<file path="src/rtl/usr_pkg.sv">
// Shared types for the universal shift register: opcode and FSM state encodings.
package usr_pkg;

  localparam int unsigned OP_W = 3;

  typedef enum logic [OP_W-1:0] {
    OP_HOLD  = 3'b000,
    OP_LOAD  = 3'b001,
    OP_SHR   = 3'b010,
    OP_SHL   = 3'b011,
    OP_CLEAR = 3'b100,
    OP_ROR   = 3'b101,
    OP_ROL   = 3'b110,
    OP_ASR   = 3'b111
  } op_t;

  typedef enum logic {
    IDLE  = 1'b0,
    SHIFT = 1'b1
  } state_t;

endpackage

</file>
<file path="src/rtl/usr_step.sv">
// Combinational single-step shifter: computes one shift/rotate step of q.
// Ports:
//   q       - current register value
//   op      - operation; non-shift ops pass q through unchanged
//   sin     - serial-in bit used by SHR (fills MSB) and SHL (fills LSB)
//   q_nxt_c - value after one step
//   cout_c  - bit shifted or rotated out by this step
module usr_step
  import usr_pkg::*;
#(
  parameter int unsigned WIDTH = 4
) (
  input  logic [WIDTH-1:0] q,
  input  op_t              op,
  input  logic             sin,
  output logic [WIDTH-1:0] q_nxt_c,
  output logic             cout_c
);

  // One bit position per evaluation.
  always_comb begin
    q_nxt_c = q;
    cout_c  = 1'b0;
    case (op)
      OP_SHR: begin
        q_nxt_c = {sin, q[WIDTH-1:1]};
        cout_c  = q[0];
      end
      OP_SHL: begin
        q_nxt_c = {q[WIDTH-2:0], sin};
        cout_c  = q[WIDTH-1];
      end
      OP_ROR: begin
        q_nxt_c = {q[0], q[WIDTH-1:1]};
        cout_c  = q[0];
      end
      OP_ROL: begin
        q_nxt_c = {q[WIDTH-2:0], q[WIDTH-1]};
        cout_c  = q[WIDTH-1];
      end
      OP_ASR: begin
        q_nxt_c = {q[WIDTH-1], q[WIDTH-1:1]};
        cout_c  = q[0];
      end
      default: begin
        q_nxt_c = q;
        cout_c  = 1'b0;
      end
    endcase
  end

endmodule

</file>
<file path="src/rtl/universal_shift_reg.sv">
// Universal shift register: hold/load/clear plus multi-cycle shifts and rotates,
// one bit position per clock, behind a valid/ready command port.
// Ports:
//   clk, rst_n          - clock, async active-low reset
//   cmd_valid/cmd_ready - command handshake; ready only while idle
//   op, amt, din, sin   - opcode, step count, load data, serial-in (sampled each step)
//   abort               - cancels an in-progress shift, keeping partial results
//   q, cout             - register contents and last bit shifted out
//   busy, done          - shift in progress; one-cycle completion pulse
module universal_shift_reg
  import usr_pkg::*;
#(
  parameter int unsigned WIDTH = 4,
  parameter int unsigned AMT_W = 3
) (
  input  logic             clk,
  input  logic             rst_n,
  input  logic             cmd_valid,
  output logic             cmd_ready,
  input  logic [2:0]       op,
  input  logic [AMT_W-1:0] amt,
  input  logic [WIDTH-1:0] din,
  input  logic             sin,
  input  logic             abort,
  output logic [WIDTH-1:0] q,
  output logic             cout,
  output logic             busy,
  output logic             done
);

  state_t             state_q, state_d;
  logic [AMT_W-1:0]   count_q, count_d;
  op_t                op_q, op_d;
  logic [WIDTH-1:0]   q_q, q_d;
  logic               cout_q, cout_d;
  logic               done_q, done_d;

  op_t                op_in;
  op_t                step_op;
  logic [WIDTH-1:0]   step_q;
  logic               step_cout;

  assign op_in = op_t'(op);

  // The first step happens on the accept edge, so the shifter sees the live
  // opcode while idle and the latched one while shifting.
  assign step_op = (state_q == IDLE) ? op_in : op_q;

  usr_step #(
    .WIDTH (WIDTH)
  ) u_step (
    .q       (q_q),
    .op      (step_op),
    .sin     (sin),
    .q_nxt_c (step_q),
    .cout_c  (step_cout)
  );

  // State register and datapath flops.
  always_ff @(posedge clk or negedge rst_n) begin
    if (!rst_n) begin
      state_q <= IDLE;
      count_q <= '0;
      op_q    <= OP_HOLD;
      q_q     <= '0;
      cout_q  <= 1'b0;
      done_q  <= 1'b0;
    end else begin
      state_q <= state_d;
      count_q <= count_d;
      op_q    <= op_d;
      q_q     <= q_d;
      cout_q  <= cout_d;
      done_q  <= done_d;
    end
  end

  // Next-state and datapath update.
  always_comb begin
    state_d = state_q;
    count_d = count_q;
    op_d    = op_q;
    q_d     = q_q;
    cout_d  = cout_q;
    done_d  = 1'b0;

    case (state_q)
      IDLE: begin
        if (cmd_valid) begin
          op_d   = op_in;
          done_d = 1'b1;
          case (op_in)
            OP_HOLD: ;
            OP_LOAD: begin
              q_d    = din;
              cout_d = 1'b0;
            end
            OP_CLEAR: begin
              q_d    = '0;
              cout_d = 1'b0;
            end
            default: begin
              // Shift ops: amt of zero degenerates to HOLD.
              if (amt != '0) begin
                q_d    = step_q;
                cout_d = step_cout;
                if (amt != AMT_W'(1)) begin
                  state_d = SHIFT;
                  count_d = amt - AMT_W'(1);
                  done_d  = 1'b0;
                end
              end
            end
          endcase
        end
      end

      SHIFT: begin
        // Abort wins over the step and suppresses done.
        if (abort) begin
          state_d = IDLE;
          count_d = '0;
        end else begin
          q_d     = step_q;
          cout_d  = step_cout;
          count_d = count_q - AMT_W'(1);
          if (count_q == AMT_W'(1)) begin
            state_d = IDLE;
            done_d  = 1'b1;
          end
        end
      end

      default: begin
        state_d = IDLE;
        count_d = '0;
      end
    endcase
  end

  assign q         = q_q;
  assign cout      = cout_q;
  assign done      = done_q;
  assign busy      = (state_q == SHIFT);
  assign cmd_ready = (state_q == IDLE);

endmodule

</file>
<file path="config.mk">
export PLATFORM = sky130hd
export DESIGN_NAME = universal_shift_reg
export DESIGN_NICKNAME = d
export VERILOG_FILES = /design/src/rtl/usr_pkg.sv /design/src/rtl/usr_step.sv /design/src/rtl/universal_shift_reg.sv
export SDC_FILE = /design/constraint.sdc
export NUM_CORES = 1
export LEC_CHECK = 0
export BUFFER_PORTS_ARGS = -buffer_cell sky130_fd_sc_hd__buf_2
export CORE_MARGIN = 4
export CORE_UTILIZATION = 32
export DETAILED_ROUTE_END_ITERATION = 6
export GPL_TIMING_DRIVEN = 1
export HOLD_SLACK_MARGIN = 0.05
export PLACE_DENSITY = 0.53
export SETUP_SLACK_MARGIN = 0.05
export SYNTH_ARGS = -nofsm -noshare
export SYNTH_HDL_FRONTEND = slang
export SYNTH_SLANG_ARGS = --single-unit
export TNS_END_PERCENT = 50
</file>
<file path="constraint.sdc">
create_clock -name clk -period 2.3 [get_ports clk]
set_input_delay 0.46 -clock clk [delete_from_list [all_inputs] [get_ports clk]]
set_output_delay 0.46 -clock clk [all_outputs]
set_load 0.05 [all_outputs]
</file>
After elaboration in Yosys (flattened, before gate mapping)
Cells that the tools add are included.
{ "word_totals": {"elab_cells": 69, "output_inout_bits": 8, "in_bits": 15, "ram_bits": 0, "register_bits": 13, "mem_count": 0, "latch_bits": 0, "rom_bits": 0} }
{ "classes": {"addsub": 2, "n_shift": 0, "div_mod_pow": 0, "muxes": 33, "multipliers": 0, "n_eq_ne": 17, "n_lt_le_gt_ge": 0, "reduce_logical": 10, "bitwise": 1} }
{ "ops": {"columns": ["cell", "count"], "rows": [
  ["$pmux W4 S5", 1],
  ["$mux W3", 6],
  ["$mux W1", 15],
  ["$eq A3 B3 Y1 const B", 4],
  ["$mux W4", 3],
  ["$pmux W4 S3", 1],
  ["$reduce_and A4 Y1", 3],
  ["$pmux W1 S2", 5],
  ["$ne A2 B2 Y1 const B", 4],
  ["$pmux W4 S2", 1],
  ["$eq A3 B1 Y1 const B", 2],
  ["$eq A3 B2 Y1 const B", 2],
  ["$pmux W3 S2", 1],
  ["$reduce_or A3 Y1", 2],
  ["$sub A3 B1 Y3 const B", 2],
  ["$ne A2 B1 Y1 const B", 2],
  ["$ne A4 B1 Y1 const B", 1],
  ["$reduce_or A2 Y1", 2],
  ["$logic_not A3 Y1", 1],
  ["$ne A3 B1 Y1 const B", 1],
  ["$ne A3 B2 Y1 const B", 1],
  ["$reduce_bool A3 Y1", 1],
  ["$reduce_and A2 Y1", 1],
  ["$not A1 Y1", 1]
]} }

Longest topological paths before layout
Gate-level depths: netlist (run 1).
{ "logic_depth": {"word_depth": 8, "ltp_mapped": 7, "depth_no_buf": 7} }

By module
From an unflattened synthesis (run 1), not the netlist that was laid out.
{ "hier_totals": {"hier_cells": 113, "hier_area_um2": 1096.1} }
{ "modules_own_cells": {"columns": ["module", "cells_each", "seq_area_each_um2", "area_per_inst_um2", "instances"], "rows": [
  ["universal_shift_reg", 76, 325.3, 845.8, 1],
  ["usr_step", 37, 0.0, 250.2, 1]
]} }

Worst setup path before layout (run 1)
OpenSTA, ideal clock, no wires.
{ "synth_timing": {"kind": "register -> register", "start": "register state_q, in the netlist busy", "end": "register q_q[2], in the netlist q[2]", "required_ns": 2.201, "synth_period_minus_slack_ns": 2.212, "arrival_ns": 2.112, "setup_ns": 0.099, "setup_slack_ns": 0.088, "path_stages_with_launch": 7, "n_path_buf": 1, "path_cell_list": "dfrtp_1 > buf_6 > inv_1 > nand2_1 > a221oi_4 > a21oi_1 > a311oi_1"} }
{ "synth_via": {"word_cells_on_any_way": 18, "classes_between": "eq/ne: 9; mux: 7; bitwise: 1; reduce/logical: 1"} }
{ "synth_rtl": {"columns": ["item", "line", "source"], "rows": [
  ["start, declared", "universal_shift_reg.sv:31", "state_t state_q, state_d;"],
  ["start signal, assigned", "universal_shift_reg.sv:69", "state_q <= state_d;"],
  ["$not A1 Y1 (no line) (*)", null, null],
  ["named net cmd_ready", "universal_shift_reg.sv:19", "output logic cmd_ready,"],
  ["$ne A4 B1 Y1 (no line) or $ne A2 B2 Y1 (tied branches)", null, null],
  ["$reduce_and A4 Y1 (no line)", null, null],
  ["end signal, assigned", "universal_shift_reg.sv:72", "q_q <= q_d;"],
  ["end, declared", "universal_shift_reg.sv:34", "logic [WIDTH-1:0] q_q, q_d;"]
]} }
Mark *: on every way through the listed nets, which the timed path passes. The rest lies on a longest branch. The select of a mux whose other input is x is not followed.
A chain may end at the register's enable or synchronous reset.

Worst setup path after layout (run 1)
{ "layout_timing": {"start": "register state_q, in the netlist busy", "end": "register q_q[2], in the netlist q[2]"} }
{ "layout_via": {"elab_chain_len": 7, "word_cells_on_any_way": 18, "classes_between": "eq/ne: 9; mux: 7; bitwise: 1; reduce/logical: 1"} }
{ "layout_lines": {"columns": ["item", "line", "source"], "rows": [
  ["$mux W3", "universal_shift_reg.sv:47", "assign step_op = (state_q == IDLE) ? op_in : op_q;"],
  ["$eq A3 B3 Y1 or $eq A3 B2 Y1 (tied branches)", "usr_step.sv:24", "case (op)"],
  ["$pmux W4 S5", "usr_step.sv:24", null],
  ["$mux W4", "universal_shift_reg.sv:104", "if (amt != '0) begin"],
  ["$pmux W4 S3", "universal_shift_reg.sv:92", "case (op_in)"],
  ["$mux W4", "universal_shift_reg.sv:89", "if (cmd_valid) begin"],
  ["$pmux W4 S2", "universal_shift_reg.sv:87", "case (state_q)"]
]} }
Parallel ways exist; a longest one is shown, timed or not. The select of a mux whose other input is x is not followed.

==> results.txt, run 1 <==
----------------------------------------------------
[Placed design]
  Input/output buffers ... 22
  GPL Wtd Cong ... just over 0.8
  Number of placed instances, taps included ... about 170
  Placed wire-length estimate ... around 1900 µm

[Timing]
  Tightest slew margin relative to the limit ... 60.7%
  Count of final max-slew check failures ... 0
  Max Fclk ... 0.515 GHz
  Final Hold Viols ... 0
  RSZ-0062 raised after global routing ... false
  Minimum period implied by the final worst setup slack ... 1.94 ns
  Worst-case clock skew ... between 0.002 and 0.0025 ns
  Total negative slack for setup checks ... 0 ns
  Final Cycle Share ... 84.4%
  Measured slew at the worst slew-check pin ... 0.586 ns
  Endpoints failing setup ... 0

[Global route]
  Global-route usage over all layers ... ~12%
  Maximum number of pins on one net before global-route repair ... 14
  Overflow after GRT ... 0
  Vias in the first global route ... 920
  Initial antenna violation count ... 0
  Global-route wire length before repair ... about 4100 µm

[Critical path]
  Data arrival time of the worst path ... 2.12 ns
  CP endpoint kind ... flip-flop
  Required time reported for the critical path endpoint ... roughly 2.5 ns
  Flop-to-flop setup slack ... 0.36 ns
  Worst setup path class ... reg2reg
  Launching element type of the critical path ... flip-flop
  Worst-path fanout max ... 13

[Floorplan]
  Count of standard-cell rows ... 20
  DIE WIDTH ... between 60 and 70 µm
  Number of top-level pins ... 23
  Starting density of the core ... 33.7%
  Area of the placeable core ... between 3000 and 4000 µm²
  Die ar. ... 4220 µm²
  Die Height ... 65.0 µm

[Detailed routing]
  Remaining antenna violation count ... 0
  Routed WL per cell ... 13.3 µm
  Number of remaining DRC errors ... 0
  Number of DRC violations after detailed-routing iteration 0 ... 50
  Total iterations of the first detailed-routing run ... 4
  Total number of vias ... 930
  Wire length reported by the detailed router ... 2350 µm
  Vias/cell ... between 5 and 6

[Logic synthesis]
  Number of warnings printed during yosys synthesis ... 0
  Count of state elements after synthesis ... 13
  Total nets after synthesis ... approximately 130
  Top cell type's share of synthesized area ... between 30% and 40%
  Per-instance average area after synthesis ... roughly 9.5 µm²
  Top cell type by total area after synthesis ... sky130_fd_sc_hd__dfrtp_1
  Sequential share of the synthesized area ... 31.3%
  Syn Inst Count ... 109
  Count of distinct cell types in the synthesized netlist ... 37
  Synth area leaders ... sky130_fd_sc_hd__dfrtp_1, sky130_fd_sc_hd__ha_1, sky130_fd_sc_hd__a21oi_1
  Cell area after synthesis ... 1040 µm²

[Power and ir drop]
  Internal power summed over all cells ... 625 µW
  Sequential Power Share ... 33.2%
  Reported leakage power ... 0.000530 µW
  Worst-case vdd ir drop ... 0.433 mV
  Share of power burned in the clock network ... 11.7%
  PwrDens ... roughly 1000 nW/µm²
  Sw frac ... 49.6%
  Part of the total power dissipated in combinational logic ... between 50 and 60%
  Reported net switching power ... about 600 µW

[Final layout]
  Number of standard cells in the final layout excluding fillers ... approximately 180
  Top library cells by usage in the layout, fill and taps aside ... sky130_fd_sc_hd__buf_2, sky130_fd_sc_hd__dfrtp_1, sky130_fd_sc_hd__a21oi_1
  Most common cell after layout, fill and taps aside ... sky130_fd_sc_hd__buf_2
  Diode insertion count for antenna repair ... 0
  Final-layout fill cell count ... 322
  Fraction of layout cells with a size suffix above 1 ... 29.5%
  Layout area overhead ... 14.9%
  Nets@finish ... ~150

[Clocking]
  Setup fix buffers added after clock tree synthesis ... 0
  CTS tree ... done
  Clock Sink Count ... 13
  Max clock buf depth ... 2
  Clock transition at the registers of the reported paths ... 0.08 ns
  Clock buffers created by TritonCTS ... 3
  CTS-repair resized insts ... 0
  Count of H-tree levels built during CTS ... 1
  Clock latency on the worst-skew pair ... 0.28 ns
  Hold-fix buffers, CTS ... 0
  Clock tree root buffer cell ... sky130_fd_sc_hd__clkbuf_4

[Status]
  Run status ... complete, no violations

[Min path]
  Type of the worst min-delay path ... in2async

[Job]
  Maxcap violations ... 0

----------------------------------------------------
-- registers in the layout, summed over array words and instances, names as in the netlist --
name and flops:
count_q 3, done 1, busy 1, op_q 3, cout 1, q 4
-- routing by layer --
| layer | part of all wire [%] | track usage, % | vias to the layer above |
|---|---|---|---|
| li1 | - | - | 452 |
| met1 | 44 | 15.2 | 448 |
| met2 | 49 | 20.8 | 26 |
| met3 | 6.2 | 3.81 | 4 |
| met4 | 0.90 | 2.90 | 0 |
| met5 | 0 | 0 | - |
-- cell usage after synthesis (all sizes together) --
master,n
dfrtp,13
a21oi,12
inv,10
nor2,9
o21ai,8
a21o,6
ha,5
mux2,5
buf,4
nand2,4
xnor2,4
mux2i,3
nor3,3
o22ai,3
a311oi,2
a31oi,2
nand4,2
o211ai,2
or3,2
a211oi,1
a221oi,1
a222oi,1
a22o,1
a22oi,1
and4b,1
nand2b,1
o2111ai,1
o21a,1
o32ai,1
-- power groups by stage --
stage	Combinational [µW]	Sequential, µW	Clock (µW)
global placement	689	417	0
finish	683	412	145
global route	750	429	162
detailed placement	688	416	0
floorplan	391	568	0
CTS	691	411	151
-- path summary, 6_finish.rpt --
check	start	depth (start not counted)	end
setup / recovery	busy	6	q[2]
hold / removal	rst_n	1	cout
setup reg to reg	busy	6	q[2]
hold reg to reg	cout	2	cout
max in group asynchronous	rst_n	1	op_q[2]
min in group clk	abort	3	count_q[1]
-- cell type report --
type	instances	area (µm²)	share of cell area, %
clock buffer	4	26.3	2.20
inverter	10	37.5	3.14
multi-input combinational	82	632	52.9
sequential	13	325	27.3
tap	44	55.1	4.61
timing repair buffer	23	118	9.85
-- stage by stage --
stage | hold slack, ns | utilization, % | total power, µW | setup slack [ns] | area, µm²
after floorplan | 0.164 | - | 959 | 0.0883 | 1040
after global placement | 0.376 | 37.9 | 1110 | 0.422 | 1170
after detailed placement | 0.371 | 37.9 | 1100 | 0.346 | 1170
after CTS | 0.0636 | 38.8 | 1250 | 0.326 | 1190
after global routing | 0.0662 | 38.8 | 1340 | 0.123 | 1190
final | 0.0551 | 38.8 | 1240 | 0.358 | 1190
-- critical path, cell delays in order (launching register included) --
cell,delay [ns]
sky130_fd_sc_hd__dfrtp_1,0.49
sky130_fd_sc_hd__buf_4,0.24
sky130_fd_sc_hd__inv_1,0.09
sky130_fd_sc_hd__nand2_1,0.21
sky130_fd_sc_hd__a221oi_4,0.46
sky130_fd_sc_hd__a21oi_1,0.12
sky130_fd_sc_hd__a311oi_1,0.22
-- cells by family after synthesis --
kind of cell	count (synthesis)	synth area share, %
xor+xnor	4	3.37
mux	8	11.1
buf+inv	14	7.83
flops	13	31.3
simple gates	22	12.0
compound gates	43	28.3
fa+ha+maj	5	6.02
No activity file was read; power rests on OpenSTA's default activity.
==> run 2, diff against run 1 <==
- clock period: 2.3 -> 2 ns (I/O delays scaled with it)
==> run 2 against run 1 <==
Effect of this change: fmax up 9.8%; count of clock-buffer cells in the layout unchanged; sequential power up 16%; final area up 3.6%; first-iteration DRC count up 54%; clock skew up 0.0046 ns; cell count up 2.8%; global-route usage up 0.95 points; core utilization up 1.4 points.
==> results.txt, run 2 (same netlist as run 1, synthesis figures left out) <==
----------------------------------------------------
[Status]
  Run status ... complete, no violations

[Floorplan]
  DIE WIDTH ... about 65 µm
  Starting density of the core ... 33.7%
  Number of top-level pins ... 23
  Die ar. ... 4220 µm²
  Count of standard-cell rows ... 20
  Die Height ... 65.0 µm
  Area of the placeable core ... 3080 µm²

[Detailed routing]
  Routed WL per cell ... ~14 µm
  Total iterations of the first detailed-routing run ... 4
  Vias/cell ... 5.19
  Wire length reported by the detailed router ... between 2000 and 3000 µm
  Number of DRC violations after detailed-routing iteration 0 ... 77
  Total number of vias ... 939
  Remaining antenna violation count ... 0
  Number of remaining DRC errors ... 0

[Min path]
  Type of the worst min-delay path ... in2reg

[Critical path]
  Launching element type of the critical path ... flip-flop
  Required time reported for the critical path endpoint ... ~2.2 ns
  CP endpoint kind ... flip-flop
  Worst-path fanout max ... 8
  Data arrival time of the worst path ... 1.93 ns
  Worst setup path class ... reg2reg

[Power and ir drop]
  Sequential Power Share ... 32.4%
  Share of power burned in the clock network ... 11.5%
  Worst-case vdd ir drop ... 0.378 mV
  Reported net switching power ... 733 µW
  Reported leakage power ... roughly 0.00055 µW
  Post-layout power ... 1470 µW
  Sw frac ... 49.9%
  Internal power summed over all cells ... about 740 µW
  PwrDens ... about 1200 nW/µm²
  Part of the total power dissipated in combinational logic ... 56.1%

[Global route]
  Maximum number of pins on one net before global-route repair ... 14
  Overflow after GRT ... 0
  Vias in the first global route ... 935
  Initial antenna violation count ... 0
  Global-route wire length before repair ... 4380 µm
  Global-route usage over all layers ... 13.3%

[Timing]
  RSZ-0062 raised after global routing ... false
  Tightest slew margin relative to the limit ... ~66%
  Measured slew at the worst slew-check pin ... 0.511 ns
  Count of final max-slew check failures ... 0
  Endpoints failing setup ... 0
  Total negative slack for setup checks ... 0 ns
  Minimum period implied by the final worst setup slack ... 1.77 ns
  Final Cycle Share ... 88.4%
  Max Fclk ... 0.565 GHz
  Worst-case clock skew ... 0.00676 ns
  Final Hold Viols ... 0

[Clocking]
  Count of H-tree levels built during CTS ... 1
  Max clock buf depth ... 2
  Clock transition at the registers of the reported paths ... approximately 0.090 ns
  CTS tree ... done
  Clock buffers created by TritonCTS ... 3
  Clock tree root buffer cell ... sky130_fd_sc_hd__clkbuf_4
  Clock Sink Count ... 13
  CTS-repair resized insts ... 0
  Clock latency on the worst-skew pair ... around 0.28 ns

[Placed design]
  GPL Wtd Cong ... slightly above 0.9
  Placed wire-length estimate ... slightly below 2000 µm
  Area of placed instances ... 1190 µm²
  Input/output buffers ... 22

[Final layout]
  Diode insertion count for antenna repair ... 0
  Fraction of layout cells with a size suffix above 1 ... 32.8%
  Nets@finish ... 158
  Most common cell after layout, fill and taps aside ... sky130_fd_sc_hd__buf_2
  Max FFs per register ... 4
  Design Area, Final ... around 1200 µm²
  Layout area overhead ... 19.0%
  Top library cells by usage in the layout, fill and taps aside ... sky130_fd_sc_hd__buf_2, sky130_fd_sc_hd__a21oi_1, sky130_fd_sc_hd__dfrtp_1

[Job]
  Maxcap violations ... 0

----------------------------------------------------
run 2: cell types whose count changed in the layout (fill, tap and decap cells not counted):
cell | before | now
sky130_fd_sc_hd__buf_4 | 1 | 4
sky130_fd_sc_hd__clkbuf_2 | 0 | 1
sky130_fd_sc_hd__clkinvlp_4 | 0 | 1
sky130_fd_sc_hd__dfrtp_1 | 13 | 12
sky130_fd_sc_hd__dfrtp_2 | 0 | 1
sky130_fd_sc_hd__dlygate4sd3_1 | 0 | 1
sky130_fd_sc_hd__inv_1 | 10 | 9
run 2: power groups by stage:
stage	clock network, µW	registers (µW)	logic, µW
6_report	169	476	824
5_1_grt	190	494	897
4_1_cts	176	481	815
3_5_place_dp	0	486	808
3_3_place_gp	0	479	806
2_1_floorplan	0	654	454
run 2: routing by layer:
layer | track usage [%] | share of wire [%] | vias to the layer above
li1 | - | - | 461
met1 | 17.8 | 48 | 448
met2 | 20.8 | 46 | 28
met3 | 3.64 | 4.7 | 2
met4 | 3.69 | 0.70 | 0
met5 | 0 | 0 | -
run 2: final cells by class:
type	count	area, µm²
Tap cell	44	55.1
Clock buffer	4	26.3
Sequential cell	13	327
Multi-Input combinational cell	82	632
Inverter	10	41.3
Fill cell	333	1840
Timing Repair Buffer	28	155
run 2: final timing paths:
kind / from / to / slack [ns] / cells after the start
worst max-delay path: busy / q[2] / 0.23 / 6
worst min-delay path: abort / count_q[1] / 0.41 / 3
worst max register to register: busy / q[2] / 0.23 / 6
worst min register to register: count_q[0] / count_q[0] / 0.53 / 1
max in group asynchronous: rst_n / busy / 1.21 / 2
min in group asynchronous: rst_n / q[1] / 0.53 / 2
run 2: through the flow:
stage,utilization [%],std cells,worst slack (ns),hold slack [ns]
floorplan,-,109,0.0988,0.104
global placement,38.8,175,0.216,0.314
detailed placement,38.8,175,0.197,0.317
CTS,40.0,180,0.173,0.409
global route,40.2,181,0.0967,0.417
finish,40.2,181,0.231,0.410
run 2: timing repair:
| action | in CTS | in global routing |
|---|---|---|
| setup buffers | 0 | 1 |
| endpoints found under the setup margin | 0 | 2 |
| hold buffers | 1 | 0 |
| hold endpoints to repair | 13 | 0 |
run 2: critical path, stage by stage (launching register included):
cell and delay, ns:
sky130_fd_sc_hd__dfrtp_2 0.43, sky130_fd_sc_hd__buf_4 0.20, sky130_fd_sc_hd__nand2b_4 0.10, sky130_fd_sc_hd__and4b_4 0.23
sky130_fd_sc_hd__a221oi_4 0.32, sky130_fd_sc_hd__a21oi_1 0.11, sky130_fd_sc_hd__a311oi_1 0.26
